`src/rtl/booth_controller_if.sv`:
```
// Control interface between the Booth sequencing controller and its datapath.
//   start     : system start request (into the controller)
//   x0, x1    : datapath status, current / previous Booth bit
//   ready     : controller idle
//   ldY..ldE  : datapath control strobes
//   osel      : result word select, 0 = A (high), 1 = X (low)
//   out_valid : result word on data_out
//   done      : final result word pulse
interface booth_controller_if;
  logic start;
  logic x0;
  logic x1;
  logic ready;
  logic ldY;
  logic ldX;
  logic clrA;
  logic clrE;
  logic ldA;
  logic sel;
  logic shA;
  logic shX;
  logic ldE;
  logic osel;
  logic out_valid;
  logic done;

  // Controller side: drives every strobe, reads start and the Booth bits.
  modport master (
    input  start, x0, x1,
    output ready, ldY, ldX, clrA, clrE, ldA, sel, shA, shX, ldE,
           osel, out_valid, done
  );

  // Datapath / system side.
  modport slave (
    output start, x0, x1,
    input  ready, ldY, ldX, clrA, clrE, ldA, sel, shA, shX, ldE,
           osel, out_valid, done
  );
endinterface

```
`src/rtl/booth_controller.sv`:
```
// Sequencing controller for the radix-2 Booth multiplier datapath.
// Steps the datapath through operand load, N add/subtract + shift
// iterations and a two-word result readout, then pulses done.
// Ports:
//   clk   : rising-edge clock
//   rst_n : asynchronous active-low reset
//   bus   : booth_controller_if.master (start/x0/x1 in, strobes out)
// Parameters: N = operand width / iteration count, CW = counter width
// (2**CW must exceed N).
module booth_controller #(
  parameter int unsigned N  = 5,
  parameter int unsigned CW = 3
) (
  input  logic                 clk,
  input  logic                 rst_n,
  booth_controller_if.master   bus
);

  localparam logic [CW-1:0] CNT_INIT = CW'(N);
  localparam logic [CW-1:0] CNT_ONE  = CW'(1);

  typedef enum logic [2:0] {
    S_IDLE,
    S_LOAD_Y,
    S_LOAD_X,
    S_CHECK,
    S_SHIFT,
    S_OUT_HI,
    S_OUT_LO
  } state_t;

  state_t        r_state;
  state_t        w_state_nxt;
  logic [CW-1:0] r_cnt;
  logic [CW-1:0] w_cnt_nxt;

  logic w_ready;
  logic w_ldY;
  logic w_ldX;
  logic w_clrA;
  logic w_clrE;
  logic w_ldA;
  logic w_sel;
  logic w_shA;
  logic w_shX;
  logic w_ldE;
  logic w_osel;
  logic w_out_valid;
  logic w_done;

  // State and iteration counter registers.
  always_ff @(posedge clk or negedge rst_n) begin
    if (!rst_n) begin
      r_state <= S_IDLE;
      r_cnt   <= '0;
    end else begin
      r_state <= w_state_nxt;
      r_cnt   <= w_cnt_nxt;
    end
  end

  // Next-state and strobe decode. Strobes decode straight from the state
  // register so that an asynchronous reset clears them without waiting for
  // a clock edge; CHECK additionally looks at the live Booth bits.
  always_comb begin
    w_state_nxt = r_state;
    w_cnt_nxt   = r_cnt;
    w_ready     = 1'b0;
    w_ldY       = 1'b0;
    w_ldX       = 1'b0;
    w_clrA      = 1'b0;
    w_clrE      = 1'b0;
    w_ldA       = 1'b0;
    w_sel       = 1'b0;
    w_shA       = 1'b0;
    w_shX       = 1'b0;
    w_ldE       = 1'b0;
    w_osel      = 1'b0;
    w_out_valid = 1'b0;
    w_done      = 1'b0;

    case (r_state)
      S_IDLE: begin
        w_ready = 1'b1;
        if (bus.start) w_state_nxt = S_LOAD_Y;
      end
      S_LOAD_Y: begin
        w_ldY       = 1'b1;
        w_clrA      = 1'b1;
        w_clrE      = 1'b1;
        w_state_nxt = S_LOAD_X;
      end
      S_LOAD_X: begin
        w_ldX       = 1'b1;
        w_cnt_nxt   = CNT_INIT;
        w_state_nxt = S_CHECK;
      end
      S_CHECK: begin
        // {x0,x1} = 10 starts a run of ones (subtract), 01 ends one (add).
        if (bus.x0 && !bus.x1) begin
          w_ldA = 1'b1;
          w_sel = 1'b1;
        end else if (!bus.x0 && bus.x1) begin
          w_ldA = 1'b1;
        end
        w_state_nxt = S_SHIFT;
      end
      S_SHIFT: begin
        w_shA       = 1'b1;
        w_shX       = 1'b1;
        w_ldE       = 1'b1;
        w_cnt_nxt   = r_cnt - CNT_ONE;
        // Counter value 1 here means this is the last iteration's shift.
        w_state_nxt = (r_cnt == CNT_ONE) ? S_OUT_HI : S_CHECK;
      end
      S_OUT_HI: begin
        w_out_valid = 1'b1;
        w_state_nxt = S_OUT_LO;
      end
      S_OUT_LO: begin
        w_osel      = 1'b1;
        w_out_valid = 1'b1;
        w_done      = 1'b1;
        w_state_nxt = S_IDLE;
      end
      default: begin
        w_state_nxt = S_IDLE;
      end
    endcase
  end

  assign bus.ready     = w_ready;
  assign bus.ldY       = w_ldY;
  assign bus.ldX       = w_ldX;
  assign bus.clrA      = w_clrA;
  assign bus.clrE      = w_clrE;
  assign bus.ldA       = w_ldA;
  assign bus.sel       = w_sel;
  assign bus.shA       = w_shA;
  assign bus.shX       = w_shX;
  assign bus.ldE       = w_ldE;
  assign bus.osel      = w_osel;
  assign bus.out_valid = w_out_valid;
  assign bus.done      = w_done;

endmodule

```
`src/flat_wrapper.sv`:
```
// flat-port wrapper written by rule: the top's interface ports become plain ports
module booth_controller_flat 
#(
  parameter int unsigned N  = 5,
  parameter int unsigned CW = 3
)
  (clk, rst_n, bus_start, bus_x0, bus_x1, bus_ready, bus_ldY, bus_ldX, bus_clrA, bus_clrE, bus_ldA, bus_sel, bus_shA, bus_shX, bus_ldE, bus_osel, bus_out_valid, bus_done);
  booth_controller_if bus_i ();
  input  logic clk;
  input  logic rst_n;
  input wire logic [$bits(bus_i.start)-1:0] bus_start;
  input wire logic [$bits(bus_i.x0)-1:0] bus_x0;
  input wire logic [$bits(bus_i.x1)-1:0] bus_x1;
  output wire logic [$bits(bus_i.ready)-1:0] bus_ready;
  output wire logic [$bits(bus_i.ldY)-1:0] bus_ldY;
  output wire logic [$bits(bus_i.ldX)-1:0] bus_ldX;
  output wire logic [$bits(bus_i.clrA)-1:0] bus_clrA;
  output wire logic [$bits(bus_i.clrE)-1:0] bus_clrE;
  output wire logic [$bits(bus_i.ldA)-1:0] bus_ldA;
  output wire logic [$bits(bus_i.sel)-1:0] bus_sel;
  output wire logic [$bits(bus_i.shA)-1:0] bus_shA;
  output wire logic [$bits(bus_i.shX)-1:0] bus_shX;
  output wire logic [$bits(bus_i.ldE)-1:0] bus_ldE;
  output wire logic [$bits(bus_i.osel)-1:0] bus_osel;
  output wire logic [$bits(bus_i.out_valid)-1:0] bus_out_valid;
  output wire logic [$bits(bus_i.done)-1:0] bus_done;
  assign bus_i.start = bus_start;
  assign bus_i.x0 = bus_x0;
  assign bus_i.x1 = bus_x1;
  assign bus_ready = bus_i.ready;
  assign bus_ldY = bus_i.ldY;
  assign bus_ldX = bus_i.ldX;
  assign bus_clrA = bus_i.clrA;
  assign bus_clrE = bus_i.clrE;
  assign bus_ldA = bus_i.ldA;
  assign bus_sel = bus_i.sel;
  assign bus_shA = bus_i.shA;
  assign bus_shX = bus_i.shX;
  assign bus_ldE = bus_i.ldE;
  assign bus_osel = bus_i.osel;
  assign bus_out_valid = bus_i.out_valid;
  assign bus_done = bus_i.done;
  booth_controller #(.N(N), .CW(CW)) u_core (.clk(clk), .rst_n(rst_n), .bus(bus_i));
endmodule
```
`config.mk`:
```
export PLATFORM = sky130hd
export DESIGN_NAME = booth_controller_flat
export DESIGN_NICKNAME = d
export VERILOG_FILES = /design/src/rtl/booth_controller_if.sv /design/src/rtl/booth_controller.sv /design/src/flat_wrapper.sv
export SDC_FILE = /design/constraint.sdc
export NUM_CORES = 1
export LEC_CHECK = 0
export BUFFER_PORTS_ARGS = -buffer_cell sky130_fd_sc_hd__buf_2
export CAP_MARGIN = 30
export CORE_AREA = 2 2 39 41
export CTS_CLUSTER_DIAMETER = 120
export CTS_CLUSTER_SIZE = 8
export DETAILED_ROUTE_END_ITERATION = 10
export DIE_AREA = 0 0 41 43
export PLACE_DENSITY = 0.63
export SETUP_SLACK_MARGIN = 0.5
export SYNTH_ARGS = -nofsm -noshare
export SYNTH_HDL_FRONTEND = slang
export SYNTH_SLANG_ARGS = --single-unit
```
`constraint.sdc`:
```
create_clock -name clk -period 1.5 [get_ports clk]
set_input_delay 0.075 -clock clk [delete_from_list [all_inputs] [get_ports clk]]
set_output_delay 0.075 -clock clk [all_outputs]
set_load 0.01 [all_outputs]
```
==> summary.md, run 1 <==
| Metric | Value |
|---|---|
| Outcome | completed |
| Root buf cell | clkbuf_4 |
| Avg Inst Size Synth | ~9.6 sq um |
| Post-synthesis cell type count | 23 |
| Worst Hold Class | in -> reg |
| Data required time at the worst endpoint | approximately 1.4 ns |
| Worst skew pair latency | roughly 0.24 ns |
| Final Max Tran Viols | 0 |
| PwrDens | 2260 mW/mm^2 |
| Design area | just under 900 sq um |
| Core Rows | 14 |
| EDFF count, synth | 0 |
| Crit end category | output pin |
| #FFs+latches synth | 6 |
| Via Count | between 400 and 500 |
| First-pass GRT wire length | roughly 1.9 mm |
| Area after DPL | 573 sq um |
| Synthesized cell area | roughly 500 sq um |
| CTS tree | done |
| Final #Nets | between 90 and 100 |
| Slowest cell on crit path | dfrtp_2 |
| Max Cap Violations | 0 |
| DR iter-0 viols | 6 |
| Htree depth | 1 |
| Seq/Total Area, Yosys | 0.302 |
| Fin Clk Skew | 0.00332 ns |
| Minimum clock period | 1.26 ns |
| Crit path DAT | 1.18 ns |
| Slew @ Worst Pin | around 0.18 ns |
| Ports | 18 |
| Layout cells sized above 1 | 0.770 |
| Crit Path Category | reg -> out |
| Ys Warns | 0 |
| CTS max path bufs | 2 |
| Final Hold Viols | 0 |
| Endpoints failing setup | 0 |
| Hold Crit Depth | 2 |
| Top delay family on crit path | flip-flops |
| Maximum vdd drop | 0.989 mV |
| Leakage | roughly 0.42 nW |
| Setup TNS | 0 ns |
| Crit path depth | 4 |
| CP bufs+invs | 3 |
| RSZ-0062 raised after global routing | true |
| Initial antenna violation count | 0 |
| Final wirelength | ~1.3 mm |
| Core area | 0.00138 sq mm |
| Synth-to-Final Area Change | 75.9% |
| Reg clk slew, reported paths | around 0.04 ns |
| Clock sinks | 6 |
| Post-DP HPWL | 727 microns |
| Path depth of the worst reg2reg path | 5 |
| Max Clock Freq | 794 MHz |
| Max stage delay on crit path | 0.43 ns |
| Die Ht | 43 microns |
| Antenna violation net count after detailed routing | 0 |
| Worst path cell trace | buf_6, inv_6, and3_4, buf_6 |
| Cell mode on critical path | buf_6 |
| Ys flop type | dfrtp_1 |
| Total grt overflow | 0 |
| Share of flip-flops with an asynchronous set or reset | 1.00 |
| Ant diodes | 0 |
| CP max FO | 5 |
| Final cycle utilization of the critical path | 0.839 |
| Tot Pwr | 0.00198 W |
| Initial Util | 0.360 |
| DRC | 0 |
| Vias per Instance | between 4 and 5 |
| Synth Instances | between 50 and 60 |
| Wire per inst | roughly 12 microns |
| Vias in the first global route | 460 |
| Die Area | ~0.0018 sq mm |
| Net count after synthesis | 60 |
| Port bufs | 17 |
| Die Width | around 41 microns |
| CTS Buf Count | 3 |
| RD Place Congestion | between 0.6 and 0.7 |
| Detailed Routing Iterations Pass 1 | 3 |
| Startpoint Class | flop |
| GRT Total Usage | 0.164 |
| Slew headroom | 0.876 |
| Largest net degree at the start of global routing | 7 |
-- cell families (layout without fill, tap and decap cells) --
logic type | count (synthesis) | count (layout) | synth area share
AOI/OAI and AO/OA | 12 | 12 | 0.229
xor gates and xnor gates | 1 | 1 | 0.0176
adders and majority gates | 3 | 3 | 0.0754
buffers and inverters | 14 | 49 | 0.191
DFF | 6 | 6 | 0.301
muxes | 1 | 1 | 0.0201
and+or+nand+nor | 15 | 15 | 0.166
-- sequential cells by signal, indices dropped and copies added, names as in the netlist --
signal and flops:
u_core.r_cnt 3, u_core.r_state 3
-- cells in the final DEF (no fill, tap or decap), drive strengths merged --
| master | count |
|---|---|
| xnor2 | 1 |
| buf | 39 |
| o21ai | 4 |
| clkbuf | 3 |
| nor2 | 8 |
| dfrtp | 6 |
| mux2i | 1 |
| a2bb2oi | 2 |
| nand2b | 1 |
| and3 | 1 |
| o31a | 2 |
| ha | 3 |
| inv | 6 |
| nor2b | 1 |
| nor3 | 2 |
| nand3 | 1 |
| dlygate4sd3 | 1 |
| a21oi | 3 |
| o22ai | 1 |
| nand4bb | 1 |
-- final cells by class --
cell class                 count  area, sq um
inverter                       6         27.5
sequential                     6          154
tap                           16         20.0
fill                         102          508
multi-input combinational     32          335
clock buffer                   3         22.5
timing repair buffer          40          317
-- synth_stat cells (2+ instances only) --
| master | instances | share of area |
|---|---|---|
| a2bb2oi_2 | 2 | 0.060 |
| ha_1 | 3 | 0.075 |
| buf_4 | 6 | 0.090 |
| o21ai_1 | 3 | 0.030 |
| nor3_1 | 2 | 0.020 |
| inv_1 | 5 | 0.038 |
| nor2_1 | 7 | 0.053 |
| dfrtp_1 | 6 | 0.30 |
| buf_6 | 2 | 0.045 |
| a21oi_2 | 2 | 0.035 |
| o31a_1 | 2 | 0.035 |
-- worst paths after layout --
path                                    from                 to  slack [ns]
setup / recovery           u_core.r_state[2]           bus_clrA        0.24
hold / removal                     bus_start  u_core.r_state[0]        0.05
setup reg to reg           u_core.r_state[1]    u_core.r_cnt[2]        0.25
hold reg to reg            u_core.r_state[2]    u_core.r_cnt[2]        0.62
max in group asynchronous              rst_n  u_core.r_state[2]        1.15
min in group asynchronous              rst_n    u_core.r_cnt[1]        0.19
-- worst reg2reg max path: cells and delay by family (launching register included) --
kind	cells	cell delay (ns)
buf+inv	2	0.28
flops	1	0.46
simple gates	1	0.19
compound gates	2	0.20
-- where the power goes --
group / total (W) / internal [W] / switching (W)
combinational: 0.00148 / 0.000848 / 0.000633
sequential: 0.000361 / 0.000244 / 0.000117
clock: 0.000140 / 0.0000899 / 0.0000501
-- timing repair --
item,in CTS,in global routing
pin swaps,7,3
setup buffers,16,3
endpoints found under the setup margin,19,19
hold endpoints to repair,6,0
hold buffers,1,0
resized for setup,26,5
-- metal layers --
metal	vias up	part of all wire	track usage
li1	244	-	-
met1	234	0.41	0.175
met2	11	0.56	0.275
met3	0	0.029	0.0471
met4	0	0	0.0800
met5	-	0	0
-- through the flow --
stage	worst slack [ns]	instances	hold WS, ns	util
4_1_cts	0.263	100	0.0394	0.597
6_report	0.241	103	0.0515	0.633
5_1_grt	0.188	103	0.0289	0.633
3_5_place_dp	0.348	80	-0.0952	0.414
3_3_place_gp	0.352	80	-0.0951	0.414
2_1_floorplan	0.421	52	-0.221	-
Power figures use the tool's default switching activity.
==> run 2, diff against run 1 <==
- ABC_AREA: unset -> 1
- PLACE_DENSITY: 0.63 -> 0.58
- clock period: 1.5 -> 1.3 ns (I/O delays scaled with it)
==> run 2 against run 1 <==
Effect of this change: register-to-register slack lost 0.11 ns; power shrank 14%; first-iteration DRC count grew 17%; flip-flop and latch count is the same; count of clock-buffer cells in the layout grew 1; clock power grew 32%; die area is the same; synthesized area shrank 13%; design area shrank 17%; setup slack lost 0.13 ns; critical endpoint is now bus_out_valid.
==> summary.md, run 2 <==
| Metric | Value |
|---|---|
| Ys flop type | dfrtp_1 |
| Startpoint Class | flop |
| DR iter-0 viols | 7 |
| Detailed Routing Iterations Pass 1 | 4 |
| Post-synthesis cell type count | 15 |
| Placed cell count | between 80 and 90 |
| Root buf cell | clkbuf_4 |
| Initial antenna violation count | 0 |
| Worst skew pair latency | 0.24 ns |
| CP max FO | 6 |
| Crit end category | output pin |
| Net count after synthesis | 66 |
| Core Rows | 14 |
| CTS Buf Count | 3 |
| Die Width | about 41 microns |
| Clock sinks | 6 |
| Total grt overflow | 0 |
| Layout cells sized above 1 | 0.553 |
| Slew headroom | 0.882 |
| Final Max Tran Viols | 0 |
| Max stage delay on crit path | 0.44 ns |
| Slew @ Worst Pin | 0.178 ns |
| Non-filler cells, final | ~100 |
| Final cycle utilization of the critical path | 0.916 |
| Data required time at the worst endpoint | roughly 1.2 ns |
| Outcome | completed |
| Fin Clk Skew | 0.000984 ns |
| Leakage | between 0.4 and 0.5 nW |
| Share of the synthesized area in the top cell type | 0.346 |
| Max Cap Violations | 0 |
| Design area | roughly 720 sq um |
| Crit path DAT | around 1.1 ns |
| Ports | 18 |
| DRC | 0 |
| Ant diodes | 0 |
| GRT Total Usage | 0.132 |
| Top Registers | u_core.r_cnt (3), u_core.r_state (3) |
| Via Count | about 430 |
| Area contributors post-synth | dfrtp_1 (35%), inv_1 (10%), nand2_1 (10%) |
| CTS tree | done |
| Crit Path Category | reg -> out |
| First-pass GRT wire length | ~1.6 mm |
| EDFF count, synth | 0 |
| Seq/Total Area, Yosys | 0.346 |
| RD Place Congestion | approximately 0.70 |
| Htree depth | 1 |
| Area after DPL | ~520 sq um |
| Antenna violation net count after detailed routing | 0 |
| Synth-to-Final Area Change | 66.9% |
| Final Hold Slack | slightly below 0.03 ns |
| RSZ-0062 raised after global routing | true |
| Max Clock Freq | around 840 MHz |
| Ys Warns | 0 |
| Wire per inst | between 9 and 10 microns |
| Setup TNS | 0 ns |
| Slowest cell on crit path | dfrtp_2 |
| Initial Util | 0.314 |
| Synth area leader | dfrtp_1 |
| Largest net degree at the start of global routing | 7 |
| Share of flip-flops with an asynchronous set or reset | 1.00 |
| Maximum vdd drop | around 1.1 mV |
| Port bufs | 17 |
| Most frequent cells in the layout | nand2_1 (11), buf_2 (11), buf_6 (10), inv_1 (8), buf_4 (6) |
| Die Area | between 0.0015 and 0.002 sq mm |
| Worst Hold Class | in -> reg |
| Minimum clock period | around 1.2 ns |
| Reg clk slew, reported paths | roughly 0.05 ns |
| Synth Instances | 58 |
| Post-synth top cells | inv_1 (12), nand2_1 (12), dfrtp_1 (6), nand3_1 (6), buf_4 (5) |
| Avg Inst Size Synth | between 7 and 8 sq um |
| Final #Nets | 94 |
| Post-DP HPWL | roughly 630 microns |
| Die Ht | 43 microns |
| Vias in the first global route | 401 |
| Worst path cell trace | buf_12, nand3_1, o21ai_1, buf_2 |
| Vias per Instance | about 4.3 |
| Final wirelength | 979 microns |
| Endpoints failing setup | 0 |
| #FFs+latches synth | 6 |
| CTS max path bufs | 2 |
| Core area | roughly 0.0014 sq mm |
| PwrDens | 2350 mW/mm^2 |
| Synthesized cell area | 434 sq um |
| Final Hold Viols | 0 |
==> run 2: changes by cell type after synthesis, sizes merged, moves of 2 or more <==
cell,delta
buf,-2
nand3,+5
inv,+6
o31a,-2
nor3,-2
nand2,+13
a2bb2oi,-2
nor2,-3
a21oi,-2
==> run 2: logic make-up (layout without fill, tap and decap cells) <==
group           count (synthesis)  after routing  synth area share
buf+inv                        18             45             0.216
fa+ha+maj                       3              3            0.0865
simple gates                   27             27             0.305
compound gates                  4              4            0.0461
flops                           6              6             0.346
==> run 2: worst max-delay path: cells and delay by family, from the launching register on <==
| family | cells | cell delay (ns) |
|---|---|---|
| simple gates | 1 | 0.09 |
| buf+inv | 2 | 0.28 |
| compound gates | 1 | 0.06 |
| flops | 1 | 0.44 |
==> run 2: power breakdown <==
part | internal [W] | switching [W]
Combinational | 0.000586 | 0.000535
Sequential | 0.000277 | 0.000118
Clock | 0.000116 | 0.0000690
==> run 2: per-layer routing <==
| layer | GRT usage | part of all wire | up-vias | wire, microns |
|---|---|---|---|---|
| met3 | 0.0471 | 0.062 | 0 | 61 |
| met1 | 0.157 | 0.45 | 191 | 444 |
| met4 | 0.0600 | 0 | 0 | 0 |
| li1 | - | - | 227 | - |
| met5 | 0 | 0 | - | 0 |
| met2 | 0.203 | 0.48 | 16 | 473 |
==> run 2: through the flow <==
stage	total power, W	worst slack, ns	util
after CTS	0.00149	0.0992	0.471
after floorplan	0.000951	0.325	-
after global routing	0.00184	0.0561	0.524
after global placement	0.00105	0.225	0.373
final	0.00170	0.109	0.524
after detailed placement	0.00104	0.187	0.373
==> run 2: layout make-up <==
class | count | area [sq um]
fillers | 134 | 659
clock buffers | 4 | 26.3
flip-flops and latches | 6 | 154
inverters | 12 | 47.5
multi-input cells | 34 | 234
repair buffers | 29 | 243
well taps | 16 | 20.0
==> run 2: worst paths after layout <==
kind	startpoint	to	slack [ns]	cells past startpoint
max in group asynchronous	rst_n	u_core.r_state[2]	0.96	2
hold reg to reg	u_core.r_cnt[2]	u_core.r_cnt[2]	0.51	2
min in group asynchronous	rst_n	u_core.r_cnt[1]	0.18	2
hold / removal	bus_start	u_core.r_state[0]	0.03	3
setup / recovery	u_core.r_state[0]	bus_out_valid	0.11	4
setup reg to reg	u_core.r_state[1]	u_core.r_cnt[2]	0.14	6
==> run 2: timing repair <==
action,in CTS,in global routing
setup endpoints to repair,19,19
endpoints found under the hold margin,6,0
setup buffers,7,4
resized for setup,10,9
pin swaps,2,3
hold buffers,1,0
==> run 3, diff against run 2 <==
- BUFFER_PORTS_ARGS: -buffer_cell sky130_fd_sc_hd__buf_2 -> -buffer_cell sky130_fd_sc_hd__buf_4
==> run 3 against run 2 <==
Effect of this change: clock skew rose by 0.0067 ns; design area fell by 3.6%; clock power fell by 6%; routed wire length fell by 8.0%; critical path type unchanged; worst hold slack got worse by 0.0024 ns; critical endpoint is now bus_shA.
==> summary.md, run 3 (synthesis gave the netlist of run 2 again) <==
| Metric | Value |
|---|---|
| HP Start | bus_start |
| Max stage delay on crit path | 0.45 ns |
| Slowest cell on crit path | dfrtp_2 |
| Initial antenna violation count | 0 |
| R2r startpoint | u_core.r_state[1] |
| Clock sinks | 6 |
| CTS max path bufs | 2 |
| R2r setup slk | about 0.11 ns |
| Endpoints failing setup | 0 |
| Max Clock Freq | 838 MHz |
| Placed cell count | between 80 and 90 |
| RD Place Congestion | about 0.79 |
| Outcome | completed |
| Setup TNS | 0 ns |
| Fin Clk Skew | 0.00770 ns |
| GRT Total Usage | 0.114 |
| Crit path from | u_core.r_state[1] |
| Top Registers | u_core.r_cnt (3), u_core.r_state (3) |
| Layout cells sized above 1 | 0.598 |
| DRC | 0 |
| Crit path DAT | about 1.1 ns |
| Largest net degree at the start of global routing | 9 |
| Vias per Instance | approximately 4.5 |
| Non-filler cells, final | around 100 |
| Total grt overflow | 0 |
| WHS Endpoint | u_core.r_state[0] |
| Die Area | about 0.0018 sq mm |
| DR iter-0 viols | 6 |
| Final wirelength | about 900 microns |
| Worst Hold Class | in -> reg |
| CP bufs+invs | 2 |
| Slew headroom | 0.874 |
| Path depth of the worst reg2reg path | 5 |
| Crit end category | output pin |
| CTS Buf Count | 3 |
| DP Worst Slack | approximately 0.21 ns |
| Antenna violation net count after detailed routing | 0 |
| Core Rows | 14 |
| CTS tree | done |
| Leakage | between 0.3 and 0.4 nW |
| Startpoint Class | flop |
| Reg2Reg Capture Point | u_core.r_cnt[1] |
| Final worst setup slack | around 0.11 ns |
| Ports | 18 |
| Crit Path Category | reg -> out |
| Ant diodes | 0 |
| Final Hold Viols | 0 |
| Synth-to-Final Area Change | 60.8% |
| Initial Util | 0.314 |
| Most common cell after layout, fill and taps aside | buf_4 |
| Detailed Routing Iterations Pass 1 | 4 |
| Most frequent cells in the layout | buf_4 (21), nand2_1 (9), inv_1 (8), buf_6 (5), nand3_1 (4) |
| Port bufs | 17 |
| Post-DP HPWL | roughly 630 microns |
| RSZ-0062 raised after global routing | true |
| Maximum vdd drop | 1.01 mV |
| Vias in the first global route | 374 |
| Die Width | between 40 and 50 microns |
| Reg clk slew, reported paths | around 0.050 ns |
| First-pass GRT wire length | 1.34 mm |
| Final Max Tran Viols | 0 |
| Hold Crit Depth | 3 |
| Wire per inst | between 9 and 10 microns |
| Core Util, Final | 0.505 |
| Via Count | ~440 |
| Die Ht | between 40 and 50 microns |
| Root buf cell | clkbuf_4 |
| Slew @ Worst Pin | 0.188 ns |
| Max Cap Violations | 0 |
| Area after DPL | between 500 and 600 sq um |
| CP max FO | 6 |
| PwrDens | between 2000 and 2500 mW/mm^2 |
| Core area | roughly 0.0014 sq mm |
| Final cycle utilization of the critical path | 0.918 |
| Design area | about 700 sq um |
| Top delay family on crit path | flip-flops |
| Worst path cell trace | nor2_4, nand2_4, inv_4, buf_4 |
| Minimum clock period | between 1 and 1.5 ns |
| Htree depth | 1 |
| Final #Nets | between 90 and 100 |
| Worst skew pair latency | roughly 0.25 ns |
| Data required time at the worst endpoint | 1.24 ns |
==> run 3: cell count changes in the layout (fill, tap and decap cells not counted), sizes merged <==
cell / change
clkbuf: -1
buf: -2
==> run 3: worst max path at each step <==
stage                 endpoint  cells past startpoint
2_1_floorplan  u_core.r_cnt[1]                      4
3_3_place_gp   u_core.r_cnt[0]                      5
3_5_place_dp   u_core.r_cnt[0]                      5
4_1_cts                bus_shA                      4
5_1_grt        u_core.r_cnt[1]                      5
6_report               bus_shA                      4
==> run 3: final cells by class <==
| type | count | area [sq um] |
|---|---|---|
| clock buffer | 3 | 22.5 |
| tap | 16 | 20.0 |
| inverter | 12 | 47.5 |
| timing repair buffer | 27 | 224 |
| fill | 134 | 686 |
| sequential | 6 | 154 |
| multi-input combinational | 34 | 230 |
==> run 3: metrics by stage <==
step	power, W	hold slack (ns)
floorplan	0.000951	-0.231
global placement	0.00112	-0.123
detailed placement	0.00112	-0.122
CTS	0.00145	0.0235
global route	0.00173	0.0215
finish	0.00158	0.0273
==> run 3: where the power goes <==
group / total (W) / switching (W) / internal (W)
clock: 0.000173 / 0.0000689 / 0.000105
combinational: 0.00101 / 0.000480 / 0.000525
sequential: 0.000402 / 0.000126 / 0.000277
==> run 3: routing by layer <==
metal | share of wire | track usage
met3 | 0.062 | 0.0314
met4 | 0.021 | 0.0600
met5 | 0 | 0
met1 | 0.41 | 0.125
met2 | 0.50 | 0.188
==> run 3: repair_timing <==
item | CTS | global route
hold buffers | 1 | 0
pin swaps | 3 | 4
endpoints found under the setup margin | 19 | 19
buffers inserted | 7 | 2
endpoints found under the hold margin | 6 | 0
resized for setup | 5 | 10
==> run 3: worst register-to-register path: stages, from the launching register on <==
cell and delay [ns]:
dfrtp_2 0.45, nor2_4 0.19, nand2_4 0.08, buf_4 0.15
or2_0 0.19, nand2_1 0.06
